<file path="src/rtl/can_mc_bus_bridge_if.sv">
// Wrapper-side and register-bank-side signals of the CAN microcontroller bus bridge.
// The bridge takes the slave view; the wrapper/bank models take the master view.
interface can_mc_bus_bridge_if #(
  parameter int DATA_W   = 32,
  parameter int ADDR_W   = 6,
  parameter int NUM_REGS = 31
);
  logic [DATA_W-1:0]   i_bus_data;
  logic [ADDR_W-1:0]   i_addr;
  logic                i_r_neg_w;
  logic                i_cs;
  logic [DATA_W-1:0]   o_reg_data;
  logic                o_ack;
  logic                o_error;
  logic                o_busy;
  logic [DATA_W-1:0]   i_reg_r_data;
  logic                i_reg_ack;
  logic                i_reg_error;
  logic [DATA_W-1:0]   o_reg_w_bus;
  logic [NUM_REGS-1:0] o_rs_vector;
  logic                o_r_neg_w;

  modport slave (
    input  i_bus_data, i_addr, i_r_neg_w, i_cs, i_reg_r_data, i_reg_ack, i_reg_error,
    output o_reg_data, o_ack, o_error, o_busy, o_reg_w_bus, o_rs_vector, o_r_neg_w
  );

  modport master (
    output i_bus_data, i_addr, i_r_neg_w, i_cs, i_reg_r_data, i_reg_ack, i_reg_error,
    input  o_reg_data, o_ack, o_error, o_busy, o_reg_w_bus, o_rs_vector, o_r_neg_w
  );
endinterface

</file>
<file path="src/rtl/can_mc_bus_bridge.sv">
// Single-transaction bridge from the wrapper chip-select strobe to a one-hot register select.
// Latency: ack 2 cycles after the cs edge minimum; no queueing, starts while busy are dropped.
module can_mc_bus_bridge #(
  parameter int DATA_W   = 32,
  parameter int ADDR_W   = 6,
  parameter int NUM_REGS = 31,
  parameter int TIMEOUT  = 16
) (
  input  logic               i_sys_clk,
  input  logic               i_reset,
  can_mc_bus_bridge_if.slave bus
);
  localparam int TW = (TIMEOUT > 1) ? $clog2(TIMEOUT) : 1;
  localparam logic [TW-1:0] TMAX = TW'(TIMEOUT - 1);

  typedef enum logic [1:0] {IDLE, ISSUE, WAIT, DONE} state_t;

  state_t        state;
  logic          cs_q;
  logic [TW-1:0] timer;
  logic          start;
  logic          addr_oor;

  assign start    = bus.i_cs & ~cs_q;
  assign addr_oor = (int'(bus.i_addr) >= NUM_REGS);

  always_ff @(posedge i_sys_clk) begin
    if (i_reset) begin
      state           <= IDLE;
      cs_q            <= 1'b1;
      timer           <= '0;
      bus.o_reg_data  <= '0;
      bus.o_ack       <= 1'b0;
      bus.o_error     <= 1'b0;
      bus.o_busy      <= 1'b0;
      bus.o_reg_w_bus <= '0;
      bus.o_rs_vector <= '0;
      bus.o_r_neg_w   <= 1'b0;
    end else begin
      cs_q            <= bus.i_cs;
      bus.o_ack       <= 1'b0;
      bus.o_error     <= 1'b0;
      bus.o_rs_vector <= '0;
      case (state)
        IDLE: begin
          if (start) begin
            bus.o_r_neg_w   <= bus.i_r_neg_w;
            bus.o_reg_w_bus <= bus.i_bus_data;
            bus.o_busy      <= 1'b1;
            timer           <= '0;
            if (addr_oor) begin
              state       <= DONE;
              bus.o_ack   <= 1'b1;
              bus.o_error <= 1'b1;
            end else begin
              state           <= ISSUE;
              bus.o_rs_vector <= NUM_REGS'(1) << bus.i_addr;
            end
          end
        end
        // The ISSUE cycle counts toward the timeout, so WAIT starts with timer = 1.
        ISSUE, WAIT: begin
          if (bus.i_reg_ack) begin
            state       <= DONE;
            bus.o_ack   <= 1'b1;
            bus.o_error <= bus.i_reg_error;
            if (bus.o_r_neg_w && !bus.i_reg_error) begin
              bus.o_reg_data <= bus.i_reg_r_data;
            end
          end else if (state == WAIT && timer == TMAX) begin
            state       <= DONE;
            bus.o_ack   <= 1'b1;
            bus.o_error <= 1'b1;
          end else begin
            state <= WAIT;
            timer <= timer + TW'(1);
          end
        end
        DONE: begin
          state      <= IDLE;
          bus.o_busy <= 1'b0;
        end
        default: state <= IDLE;
      endcase
    end
  end
endmodule

</file>
<file path="src/flat_wrapper.sv">
// flat-port wrapper written by rule: the top's interface ports become plain ports
module can_mc_bus_bridge_flat 
#(
  parameter int DATA_W   = 32,
  parameter int ADDR_W   = 6,
  parameter int NUM_REGS = 31,
  parameter int TIMEOUT  = 16
)
  (i_sys_clk, i_reset, bus_i_bus_data, bus_i_addr, bus_i_r_neg_w, bus_i_cs, bus_i_reg_r_data, bus_i_reg_ack, bus_i_reg_error, bus_o_reg_data, bus_o_ack, bus_o_error, bus_o_busy, bus_o_reg_w_bus, bus_o_rs_vector, bus_o_r_neg_w);
  can_mc_bus_bridge_if #(.DATA_W(DATA_W), .ADDR_W(ADDR_W), .NUM_REGS(NUM_REGS)) bus_i ();
  input  logic i_sys_clk;
  input  logic i_reset;
  input wire logic [$bits(bus_i.i_bus_data)-1:0] bus_i_bus_data;
  input wire logic [$bits(bus_i.i_addr)-1:0] bus_i_addr;
  input wire logic [$bits(bus_i.i_r_neg_w)-1:0] bus_i_r_neg_w;
  input wire logic [$bits(bus_i.i_cs)-1:0] bus_i_cs;
  input wire logic [$bits(bus_i.i_reg_r_data)-1:0] bus_i_reg_r_data;
  input wire logic [$bits(bus_i.i_reg_ack)-1:0] bus_i_reg_ack;
  input wire logic [$bits(bus_i.i_reg_error)-1:0] bus_i_reg_error;
  output wire logic [$bits(bus_i.o_reg_data)-1:0] bus_o_reg_data;
  output wire logic [$bits(bus_i.o_ack)-1:0] bus_o_ack;
  output wire logic [$bits(bus_i.o_error)-1:0] bus_o_error;
  output wire logic [$bits(bus_i.o_busy)-1:0] bus_o_busy;
  output wire logic [$bits(bus_i.o_reg_w_bus)-1:0] bus_o_reg_w_bus;
  output wire logic [$bits(bus_i.o_rs_vector)-1:0] bus_o_rs_vector;
  output wire logic [$bits(bus_i.o_r_neg_w)-1:0] bus_o_r_neg_w;
  assign bus_i.i_bus_data = bus_i_bus_data;
  assign bus_i.i_addr = bus_i_addr;
  assign bus_i.i_r_neg_w = bus_i_r_neg_w;
  assign bus_i.i_cs = bus_i_cs;
  assign bus_i.i_reg_r_data = bus_i_reg_r_data;
  assign bus_i.i_reg_ack = bus_i_reg_ack;
  assign bus_i.i_reg_error = bus_i_reg_error;
  assign bus_o_reg_data = bus_i.o_reg_data;
  assign bus_o_ack = bus_i.o_ack;
  assign bus_o_error = bus_i.o_error;
  assign bus_o_busy = bus_i.o_busy;
  assign bus_o_reg_w_bus = bus_i.o_reg_w_bus;
  assign bus_o_rs_vector = bus_i.o_rs_vector;
  assign bus_o_r_neg_w = bus_i.o_r_neg_w;
  can_mc_bus_bridge #(.DATA_W(DATA_W), .ADDR_W(ADDR_W), .NUM_REGS(NUM_REGS), .TIMEOUT(TIMEOUT)) u_core (.i_sys_clk(i_sys_clk), .i_reset(i_reset), .bus(bus_i));
endmodule
</file>
<file path="config.mk">
export PLATFORM = sky130hd
export DESIGN_NAME = can_mc_bus_bridge_flat
export DESIGN_NICKNAME = d
export VERILOG_FILES = /design/src/rtl/can_mc_bus_bridge_if.sv /design/src/rtl/can_mc_bus_bridge.sv /design/src/flat_wrapper.sv
export SDC_FILE = /design/constraint.sdc
export NUM_CORES = 1
export LEC_CHECK = 0
export ABC_AREA = 0
export CORE_UTILIZATION = 27
export DETAILED_ROUTE_END_ITERATION = 16
export SETUP_SLACK_MARGIN = 0.4
export SYNTH_ARGS = -nofsm -noshare
export SYNTH_HDL_FRONTEND = slang
export SYNTH_SLANG_ARGS = --single-unit
</file>
<file path="constraint.sdc">
create_clock -name i_sys_clk -period 1.5 [get_ports i_sys_clk]
set_input_delay 0.15 -clock i_sys_clk [delete_from_list [all_inputs] [get_ports i_sys_clk]]
set_output_delay 0.15 -clock i_sys_clk [all_outputs]
set_load 0.05 [all_outputs]
</file>
### Word level (Yosys, flattened, before mapping)

Index checks and enable logic that the tools add are counted.
W data, S select, Z words.

* flip-flop bits (word level): 106
* bits of input ports: 76
* output and inout bits: 99
* logic and storage cells: 54

* add/subtract/negate cells: 1
* order comparisons: 1
* equality and inequality tests: 7
* shift-type cells: 1
* mux-type cells: 18
* bitwise gates (word level): 4
* reduce and logical (&&, ||, !) cells: 12

Operator list (count)
* $shl A1 B6 Y31 const A: 1
* $mux W4: 3
* $pmux W4 S2: 1
* $mux W1: 7
* $ge A6 B5 Y1 const B: 1
* $mux W2: 3
* $pmux W1 S2: 3
* $pmux W2 S3: 1
* $add A4 B1 Y4 const B: 1
* $eq A2 B2 Y1 const B: 2
* $eq A4 B4 Y1 const B: 1
* $ne A2 B2 Y1 const B: 2
* $reduce_and A2 Y1: 2
* $reduce_and A4 Y1: 1
* $reduce_bool A2 Y1: 2
* $reduce_or A4 Y1: 1
* $not A1 Y1: 3
* $reduce_and A3 Y1: 1
* $eq A2 B1 Y1 const B: 1
* $logic_and A1 B1 Y1: 2
* $logic_not A2 Y1: 1
* $ne A2 B1 Y1 const B: 1
* $reduce_or A2 Y1: 1
* $and A1 B1 Y1: 1
* $logic_not A1 Y1: 1

### Logic depth before layout (Yosys ltp)

Gate-level depths: netlist of run 1.

* word-level depth: 5
* mapped depth: 7
* depth with buffers taken out: 6

### Worst setup path before layout of run 1

No wires, ideal clock.

* path type: register -> register
* start: reg u_core.state[1]
* end: reg u_core.timer[1]
* setup time: 70 ps
* arrival time: 1422 ps
* data required time: 1430 ps
* slack: 7 ps
* stages on the path, launching flop included: 7
* path buffers: 1
* period minus slack after synthesis: 1493 ps
* path through: dfxtp_1 > inv_1 > ha_1 > clkbuf_1 > o21ai_0 > a31o_2 > a21oi_1

* longest elaborated chain between the ends: 4
* elaborated cells on any way between the ends: 11
* those cells by class: 5 x eq/ne; 1 x mux; 5 x reduce/logical

RTL lines
* from (decl): line can_mc_bus_bridge.sv:18 `state_t state;`
* from (signal assigned): line can_mc_bus_bridge.sv:29 `state <= IDLE;`
* from (signal assigned): line can_mc_bus_bridge.sv:52 `state <= DONE;`
* from (signal assigned): line can_mc_bus_bridge.sv:56 `state <= ISSUE;`
* $eq A2 B1 Y1 / $eq A2 B2 Y1 (equally long branches): line can_mc_bus_bridge.sv:44, can_mc_bus_bridge.sv:70
* $reduce_or A2 Y1 / $logic_and A1 B1 Y1 (equally long branches): line can_mc_bus_bridge.sv:44, can_mc_bus_bridge.sv:70
* $ne A2 B2 Y1 (no source line) / $reduce_bool A2 Y1 (equally long branches)
* $reduce_and A4 Y1 (no source line)
* to (signal assigned): line can_mc_bus_bridge.sv:76 `timer <= timer + TW'(1);`
* to (decl): line can_mc_bus_bridge.sv:20 `logic [TW-1:0] timer;`

Several ways; a longest one is shown, not always the timed one.
A chain may end at the register's enable or synchronous reset.

### Worst setup path after layout of run 1

* start: reg u_core.state[1]
* end: reg u_core.timer[3]

Same word-level chain as after synthesis.

==> run summary, run 1 <==
n_diodes: 0
asr flop ratio synth: 0%
post-layout util: 50.26%
Final Setup Violations: 0
Die Y: 118.5 um
port bufs: 174
unique cell type count in the Yosys netlist: 37
initial antenna violation count: 0
CTS Buf Count: 9
status: completed
Detail Route Antenna Nets: 0
Max IR drop VDD: 0.7418 mV
top post-synthesis cells by area: dfxtp_1 (58%), nand2_1 (14%), a21oi_1 (9.3%)
crit path time final: 1.429 ns
layout cell share with drive strength beyond 1: 39.94%
cell with the most instances after synthesis: nand2_1
number of detailed-routing iterations run before antenna repair: 6
final slew viol count: 0
Syn. warnings: 0
Sw Share: 30.57%
Remaining Overflow, GRT: 0
Worst R2R Path Depth: 7
Worst R2R End: u_core.timer[3]$_SDFFE_PP0P_
HP Class: in -> reg
drt total wl: 11850 um
CTS clk-pin slew, worst paths: 0.07 ns
WHS: 0.2977 ns
Final Non-Filler Cells: 822
Vias/cell: 4.449
Post-Syn Area: 3665 um2
CTS Sinks: 106
largest net degree at the start of global routing: 56
Max Root-Sink Buffers: 2
NetSw: 2.493 mW
first-pass GRT wire length: 18040 um
R2R Path Start: u_core.state[1]$_SDFFE_PP0N_
crit start category: flop
RD Place Congestion: 0.7800
hold path depth: 5
synth cell count leaders: nand2_1 (141), dfxtp_1 (106), a21oi_1 (68), nor2_1 (37), clkbuf_1 (15)
Hold Path Sink: u_core.bus.o_rs_vector[19]$_SDFF_PP0_
crit path kind: reg -> reg
Crit Path Max Fanout: 4
dpl cells: 772
vias in the first global route: 3603
total die area: 14040 um2
clock share of power: 31.1%
Fmax achieved: 699.9 MHz
dpl ws: -0.09048 ns
Data arrival, critical path: 1.67 ns
HPWL after DPL: 7410 um
CTS tree: built
Yosys top cell area share: 57.90%
hold path start: i_reset
cell count after synthesis: 432
# rows: 42
P per Cell Area: 1225 nW/um2
Slew Limit Headroom: 55.78%
Die X: 118.5 um
Worst Setup End Kind: flop
initial core utilization: 27.67%
Clock Skew: 0.004554 ns
Hold-fix buffers, CTS: 0
R2R setup slack: 0.07 ns
DRC: 0
RSZ-0062 raised after global routing: yes
Top FF cell, synth: dfxtp_1
sequential power share: 37.4%
initial drt markers: 169
setup ws final: 0.07130 ns
Worst-Margin Slew: 0.6632 ns
H-tree level count: 3
Syn-to-layout area delta: 81.63%
Vias: 3657
number of synthesized flops with an enable pin: 0
critical path required time: 1.74 ns
Post-DP Area: 5480 um2
count of state elements after synthesis: 106
Hold Fails Final Rpt: 0
max-cap viol count: 0
Pint: 5.661 mW
CTS Root Cell: clkbuf_16
post-synth net total: 513
final net count: 722
post-synthesis sequential area ratio: 57.90%
fin crit share: 95.25%
GRT Overall Usage: 16.54%
Syn Area/Cell: 8.483 um2
cell area after layout: 6656 um2
Leak Pwr: 2.704 nW
IO Pins: 175
Comb pwr share: 31.5%
Synth area leader: dfxtp_1
clk_lat worst skew: 0.35 ns
WL/cell: 14.41 um
CORE AREA: 13240 um2
==> worst max-delay path, cell delays in order (launching register included) <==
cell and delay [ns]:
dfxtp_4 0.39, inv_4 0.04, ha_4 0.18, buf_4 0.14
buf_4 0.13, a211oi_4 0.22, xnor2_1 0.15, o21ai_1 0.07
==> power groups by stage <==
| stage | combinational, mW | clock [mW] | sequential (mW) |
|---|---|---|---|
| 6_report | 2.57 | 2.53 | 3.05 |
| 5_1_grt | 2.73 | 2.71 | 3.06 |
| 4_1_cts | 2.24 | 2.59 | 3.04 |
| 3_5_place_dp | 1.61 | 0 | 3.10 |
| 3_3_place_gp | 1.59 | 0 | 3.10 |
| 2_1_floorplan | 0.820 | 0 | 3.37 |
==> layout make-up <==
cell class                 instances  area, um2
inverter                           4      22.52
fill                            1239       6586
timing repair buffer             225       2175
clock inverter                     7      92.59
clock buffer                       9      225.2
multi-input combinational        295       1790
tap                              176      220.2
sequential                       106       2131
==> worst max path at each step <==
stage / startpoint / end
6_report: u_core.state[1]$_SDFFE_PP0N_ / u_core.timer[3]$_SDFFE_PP0P_
5_1_grt: u_core.state[0]$_SDFFE_PP0N_ / u_core.timer[3]$_SDFFE_PP0P_
4_1_cts: u_core.state[0]$_SDFFE_PP0N_ / u_core.timer[3]$_SDFFE_PP0P_
3_5_place_dp: bus_i_cs / u_core.bus.o_reg_w_bus[22]$_SDFFE_PP0N_
3_3_place_gp: bus_i_cs / u_core.timer[2]$_SDFFE_PP0P_
2_1_floorplan: u_core.state[1]$_SDFFE_PP0N_ / u_core.bus.o_rs_vector[0]$_SDFF_PP0_
==> routing by layer <==
metal	wire length, um	vias to the layer above	track usage, %
met5	0	-	0
li1	-	1825	-
met2	6268	106	29.67
met4	208	0	7.437
met3	572	15	3.523
met1	4797	1711	18.73
==> through the flow <==
stage	total power [mW]	setup TNS [ns]
after floorplan	4.187	0
after CTS	7.865	0
after global placement	4.682	-0.3011
after detailed placement	4.711	-2.117
final	8.153	0
after global routing	8.496	0
==> flip-flops by register name, summed over array words and instances (netlist names) <==
register / flops
u_core.bus.o_error: 1
u_core.bus.o_ack: 1
u_core.bus.o_r_neg_w: 1
u_core.state: 2
u_core.bus.o_busy: 1
u_core.cs_q: 1
u_core.timer: 4
u_core.bus.o_reg_w_bus: 32
u_core.bus.o_rs_vector: 31
u_core.bus.o_reg_data: 32
==> cell usage in the layout (no fill, tap or decap), types with 6 or more instances in the layout <==
master	count
a21oi_2	10
buf_16	6
nor2_2	20
dfxtp_1	101
a21oi_1	58
buf_12	7
clkbuf_16	11
nand2_4	14
nand2_1	116
clkdlybuf4s50_1	74
nand2_2	11
buf_6	12
buf_4	121
nor2_1	17
==> cells by family after synthesis <==
kind of cell | count (synthesis) | synth area share, %
xor+xnor | 1 | 0.2390
buf+inv | 31 | 3.892
simple gates | 206 | 24.04
fa+ha+maj | 5 | 1.707
flops | 106 | 57.90
compound gates | 83 | 12.22
==> what timing repair did <==
item	CTS	global route
pin swaps	26	36
gates cloned	7	2
endpoints found under the setup margin	106	106
setup buffers	23	2
gates resized for setup	58	68
No activity file was read; power rests on OpenSTA's default activity.
==> inputs of run 2 (changes only) <==
--- a/config.mk
+++ b/config.mk
@@ -8,6 +8,7 @@
 export ABC_AREA = 0
 export CORE_UTILIZATION = 27
 export DETAILED_ROUTE_END_ITERATION = 16
+export DONT_BUFFER_PORTS = 1
 export SETUP_SLACK_MARGIN = 0.4
 export SYNTH_ARGS = -nofsm -noshare
 export SYNTH_HDL_FRONTEND = slang
==> run 2 against run 1 <==
Final cell count shrank 18%. Utilization shrank 11 points. Sequential power grew 4%. Combinational power shrank 44%. Clock skew grew 0.0042 ns. Clock power shrank 11%. Routed wire length shrank 14%. The run now ends with negative hold slack left. Hold slack lost 0.40 ns. Maximum frequency grew 0.17%.
==> run summary, run 2 (same netlist as run 1, synthesis figures left out) <==
status: complete, but fails checks (was completed)
failing checks: negative hold slack
layout filler cell count: 1307 (was 1239)
Worst path max stage delay: 0.38 ns (was 0.39 ns)
Max IR drop VDD: 0.5734 mV (was 0.7418 mV)
Die X: 118.5 um (unchanged)
most frequent cells in the layout: nand2_1 (126), buf_4 (57), a21oi_1 (56) (was buf_4 (121), nand2_1 (116), dfxtp_1 (101))
Leak Pwr: 1.929 nW (was 2.704 nW)
Worst Setup End Kind: flop (unchanged)
P per Cell Area: 1321 nW/um2 (was 1225 nW/um2)
dpl ws: 0.009942 ns (was -0.09048 ns)
Data arrival, critical path: 1.70 ns (was 1.67 ns)
RD Place Congestion: 0.7540 (was 0.7800)
Max Root-Sink Buffers: 2 (unchanged)
vias in the first global route: 2918 (was 3603)
CORE AREA: 13240 um2 (unchanged)
largest net degree at the start of global routing: 79 (was 56)
HPWL after DPL: 6262 um (was 7410 um)
crit path kind: reg -> reg (unchanged)
GRT Overall Usage: 13.29% (was 16.54%)
max-cap viol count: 0 (unchanged)
Fmax achieved: 701.1 MHz (was 699.9 MHz)
RSZ-0062 raised after global routing: yes (unchanged)
Largest regs: u_core.bus.o_reg_data (32), u_core.bus.o_reg_w_bus (32), u_core.bus.o_rs_vector (31) (unchanged)
CTS Sinks: 106 (unchanged)
DRC: 0 (unchanged)
Remaining Overflow, GRT: 0 (unchanged)
clk_lat worst skew: 0.35 ns (about the same)
Syn-to-layout area delta: 41.69% (was 81.63%)
Vias/cell: 4.626 (was 4.449)
CP cell instances: inv_4 > ha_4 > and3_4 > clkbuf_16 > nand2_1 > a21oi_2 (was inv_4 > ha_4 > buf_4 > buf_4 > a211oi_4 > xnor2_1 > o21ai_1)
total die area: 14040 um2 (unchanged)
initial antenna violation count: 0 (unchanged)
final net count: 573 (was 722)
Detail Route Antenna Nets: 0 (unchanged)
number of detailed-routing iterations run before antenna repair: 5 (was 6)
Buf+Inv Stages, Crit Path: 2 (was 3)
footprint of the multi-input gates: 1738 um2 (was 1790 um2)
Final Setup Violations: 0 (unchanged)
CTS Buf Count: 9 (unchanged)
final slew viol count: 0 (unchanged)
initial drt markers: 166 (was 169)
critical path's slowest cell: dfxtp_4 (unchanged)
crit start category: flop (unchanged)
CTS tree: built (unchanged)
Vias: 3113 (was 3657)
Slew Limit Headroom: 61.57% (was 55.78%)
CTS clk-pin slew, worst paths: 0.07 ns (about the same)
initial core utilization: 27.67% (unchanged)
drt total wl: 10180 um (was 11850 um)
commonest non-fill, non-tap cell in the layout: nand2_1 (was buf_4)
fin crit share: 95.09% (was 95.25%)
IO Pins: 175 (unchanged)
CP top delay family: flip-flops (unchanged)
critical path required time: 1.78 ns (was 1.74 ns)
# rows: 42 (unchanged)
crit path time final: 1.426 ns (was 1.429 ns)
H-tree level count: 3 (unchanged)
WL/cell: 15.13 um (was 14.41 um)
HP Class: in -> reg (unchanged)
register area: 2193 um2 (was 2131 um2)
setup ws final: 0.07366 ns (was 0.07130 ns)
Crit Path Max Fanout: 8 (was 4)
WHS: -0.1033 ns (was 0.2977 ns)
first-pass GRT wire length: 14680 um (was 18040 um)
Worst-Margin Slew: 0.5764 ns (was 0.6632 ns)
n_diodes: 0 (unchanged)
CTS Root Cell: clkbuf_16 (unchanged)
port bufs: 0 (was 174)
Clock Skew: 0.008787 ns (was 0.004554 ns)
Die Y: 118.5 um (unchanged)
Hold Fails Final Rpt: 74 (was 0)
layout cell share with drive strength beyond 1: 41.25% (was 39.94%)
-- run 2: cell count changes in the layout (fill, tap and decap cells not counted), moves of 6 or more --
cell and change:
buf_4 -64, buf_6 -7, clkdlybuf4s50_1 -74, dfxtp_1 -46, dfxtp_2 +44, nand2_1 +10
nand2_2 -6, nor2_2 -9
-- run 2: area by class of cell --
| cell class | instances | share of cell area [%] |
|---|---|---|
| tap | 176 | 4.241 |
| multi-input combinational | 295 | 33.47 |
| clock inverter | 6 | 0.7711 |
| timing repair buffer | 76 | 14.29 |
| clock buffer | 10 | 4.602 |
| inverter | 4 | 0.3855 |
| sequential | 106 | 42.24 |
-- run 2: report_power, final --
group | total (mW) | switching, mW | internal [mW]
registers | 3.18 | 0.221 | 2.96
clock network | 2.24 | 1.06 | 1.18
logic | 1.44 | 0.838 | 0.605
total | 6.86 | 2.12 | 4.74
-- run 2: worst reg2reg max path: stages (launching register included) --
cell and delay [ns]:
dfxtp_4 0.38, inv_4 0.05, ha_4 0.29, and3_4 0.27, clkbuf_16 0.19, nand2_1 0.07
a21oi_2 0.11
-- run 2: routing by layer --
metal	part of all wire, %	vias up	track usage (%)	wire, um
met2	53	101	23.82	5429
met3	5.3	7	3.813	537
met4	1.4	0	4.984	143
met1	40	1480	14.82	4073
met5	0	-	0	0
li1	-	1525	-	-
-- run 2: final timing paths --
| kind | startpoint | endpoint | slack [ns] | cells after the start |
|---|---|---|---|---|
| hold reg to reg | u_core.bus.o_reg_data[13]$_SDFFE_PP0P_ | u_core.bus.o_reg_data[13]$_SDFFE_PP0P_ | 0.45 | 2 |
| setup / recovery | u_core.state[1]$_SDFFE_PP0N_ | u_core.bus.o_reg_data[28]$_SDFFE_PP0P_ | 0.07 | 6 |
| hold / removal | i_reset | u_core.bus.o_reg_w_bus[2]$_SDFFE_PP0N_ | -0.10 | 1 |
| setup reg to reg | u_core.state[1]$_SDFFE_PP0N_ | u_core.bus.o_reg_data[28]$_SDFFE_PP0P_ | 0.07 | 6 |
-- run 2: through the flow --
step	cells	setup TNS [ns]	util [%]	total power, mW	cell area, um2
detailed placement	639	0	32.46	4.346	4299
global placement	639	-0.005913	32.46	4.312	4299
floorplan	432	0	-	4.187	3802
global route	673	0	39.21	7.189	5192
CTS	665	0	36.38	6.782	4817
finish	673	0	39.21	6.859	5192
-- run 2: repair_timing --
action                                 4_1_cts  5_1_grt
endpoints found under the hold margin       94       81
gates resized for setup                     66       60
cloned                                       1        4
hold buffers                                 4        1
setup endpoints to repair                  151      108
buffers inserted                             5        3
pin swaps                                   10       23
==> inputs of run 3 (changes only) <==
--- a/config.mk
+++ b/config.mk
@@ -6,9 +6,10 @@
 export NUM_CORES = 1
 export LEC_CHECK = 0
 export ABC_AREA = 0
-export CORE_UTILIZATION = 27
+export CORE_UTILIZATION = 55
 export DETAILED_ROUTE_END_ITERATION = 16
 export DONT_BUFFER_PORTS = 1
+export PLACE_DENSITY = 0.73
 export SETUP_SLACK_MARGIN = 0.4
 export SYNTH_ARGS = -nofsm -noshare
 export SYNTH_HDL_FRONTEND = slang
==> run 3 against run 2 <==
The run now fails in global routing. Synthesized cell count stayed put. Area after synthesis did not move.
==> run summary, run 3 <==
asr flop ratio synth: 0% (unchanged)
Syn. warnings: 0 (unchanged)
synth cell count leaders: nand2_1 (141), dfxtp_1 (106), a21oi_1 (68), nor2_1 (37), clkbuf_1 (15) (unchanged)
dpl cells: 529 (was 639)
CTS Root Cell: clkbuf_8 (was clkbuf_16)
Failed at: global routing
Top FF cell, synth: dfxtp_1 (unchanged)
IO Pins: 175 (unchanged)
top post-synthesis cells by area: dfxtp_1 (58%), nand2_1 (14%), a21oi_1 (9.3%) (unchanged)
RD Place Congestion: 0.8005 (was 0.7540)
Syn Area/Cell: 8.483 um2 (unchanged)
Max Root-Sink Buffers: 2 (unchanged)
port bufs: 0 (unchanged)
number of synthesized flops with an enable pin: 0 (unchanged)
First Err: [ERROR DPL-0038] Utilization greater than 100%, impossible to legalize
post-synth net total: 513 (unchanged)
H-tree level count: 3 (unchanged)
cell with the most instances after synthesis: nand2_1 (unchanged)
HPWL after DPL: 5420 um (was 6262 um)
worst ep type: sequential cell input
cell count after synthesis: 432 (unchanged)
CTS Sinks: 106 (unchanged)
GRT worst endpoint: u_core.timer[3]$_SDFFE_PP0P_/D
status: stopped before the end (was complete, but fails checks)
Die Y: 83.63 um (was 118.5 um)
largest net degree at the start of global routing: 79
unique cell type count in the Yosys netlist: 37 (unchanged)
CTS Buf Count: 9 (unchanged)
Synth area leader: dfxtp_1 (unchanged)
# rows: 29 (was 42)
post-synthesis sequential area ratio: 57.90% (unchanged)
count of state elements after synthesis: 106 (unchanged)
Post-Syn Area: 3665 um2 (unchanged)
Die X: 83.63 um (was 118.5 um)
initial core utilization: 57.39% (was 27.67%)
Yosys top cell area share: 57.90% (unchanged)
[run 3: cell counts after synthesis]
No cell type changed its count.
[run 3: cells by family after synthesis]
group           share of synthesized area [%]
xor+xnor                               0.2390
fa+ha+maj                               1.707
flops                                   57.90
compound gates                          12.22
simple gates                            24.04
buf+inv                                 3.892
[run 3: timing repair]
item | 4_1_cts
setup endpoints to repair | 162
resized for setup | 150
cloned | 11
hold buffers | 4
hold endpoints to repair | 98
buffers inserted | 23
pin swaps | 41
[run 3: metrics by stage]
| step | instance area, um2 | worst slack (ns) |
|---|---|---|
| CTS | 5211 | 0.07495 |
| detailed placement | 4105 | 0.04809 |
| global placement | 4105 | 0.08717 |
| floorplan | 3802 | 0.1980 |
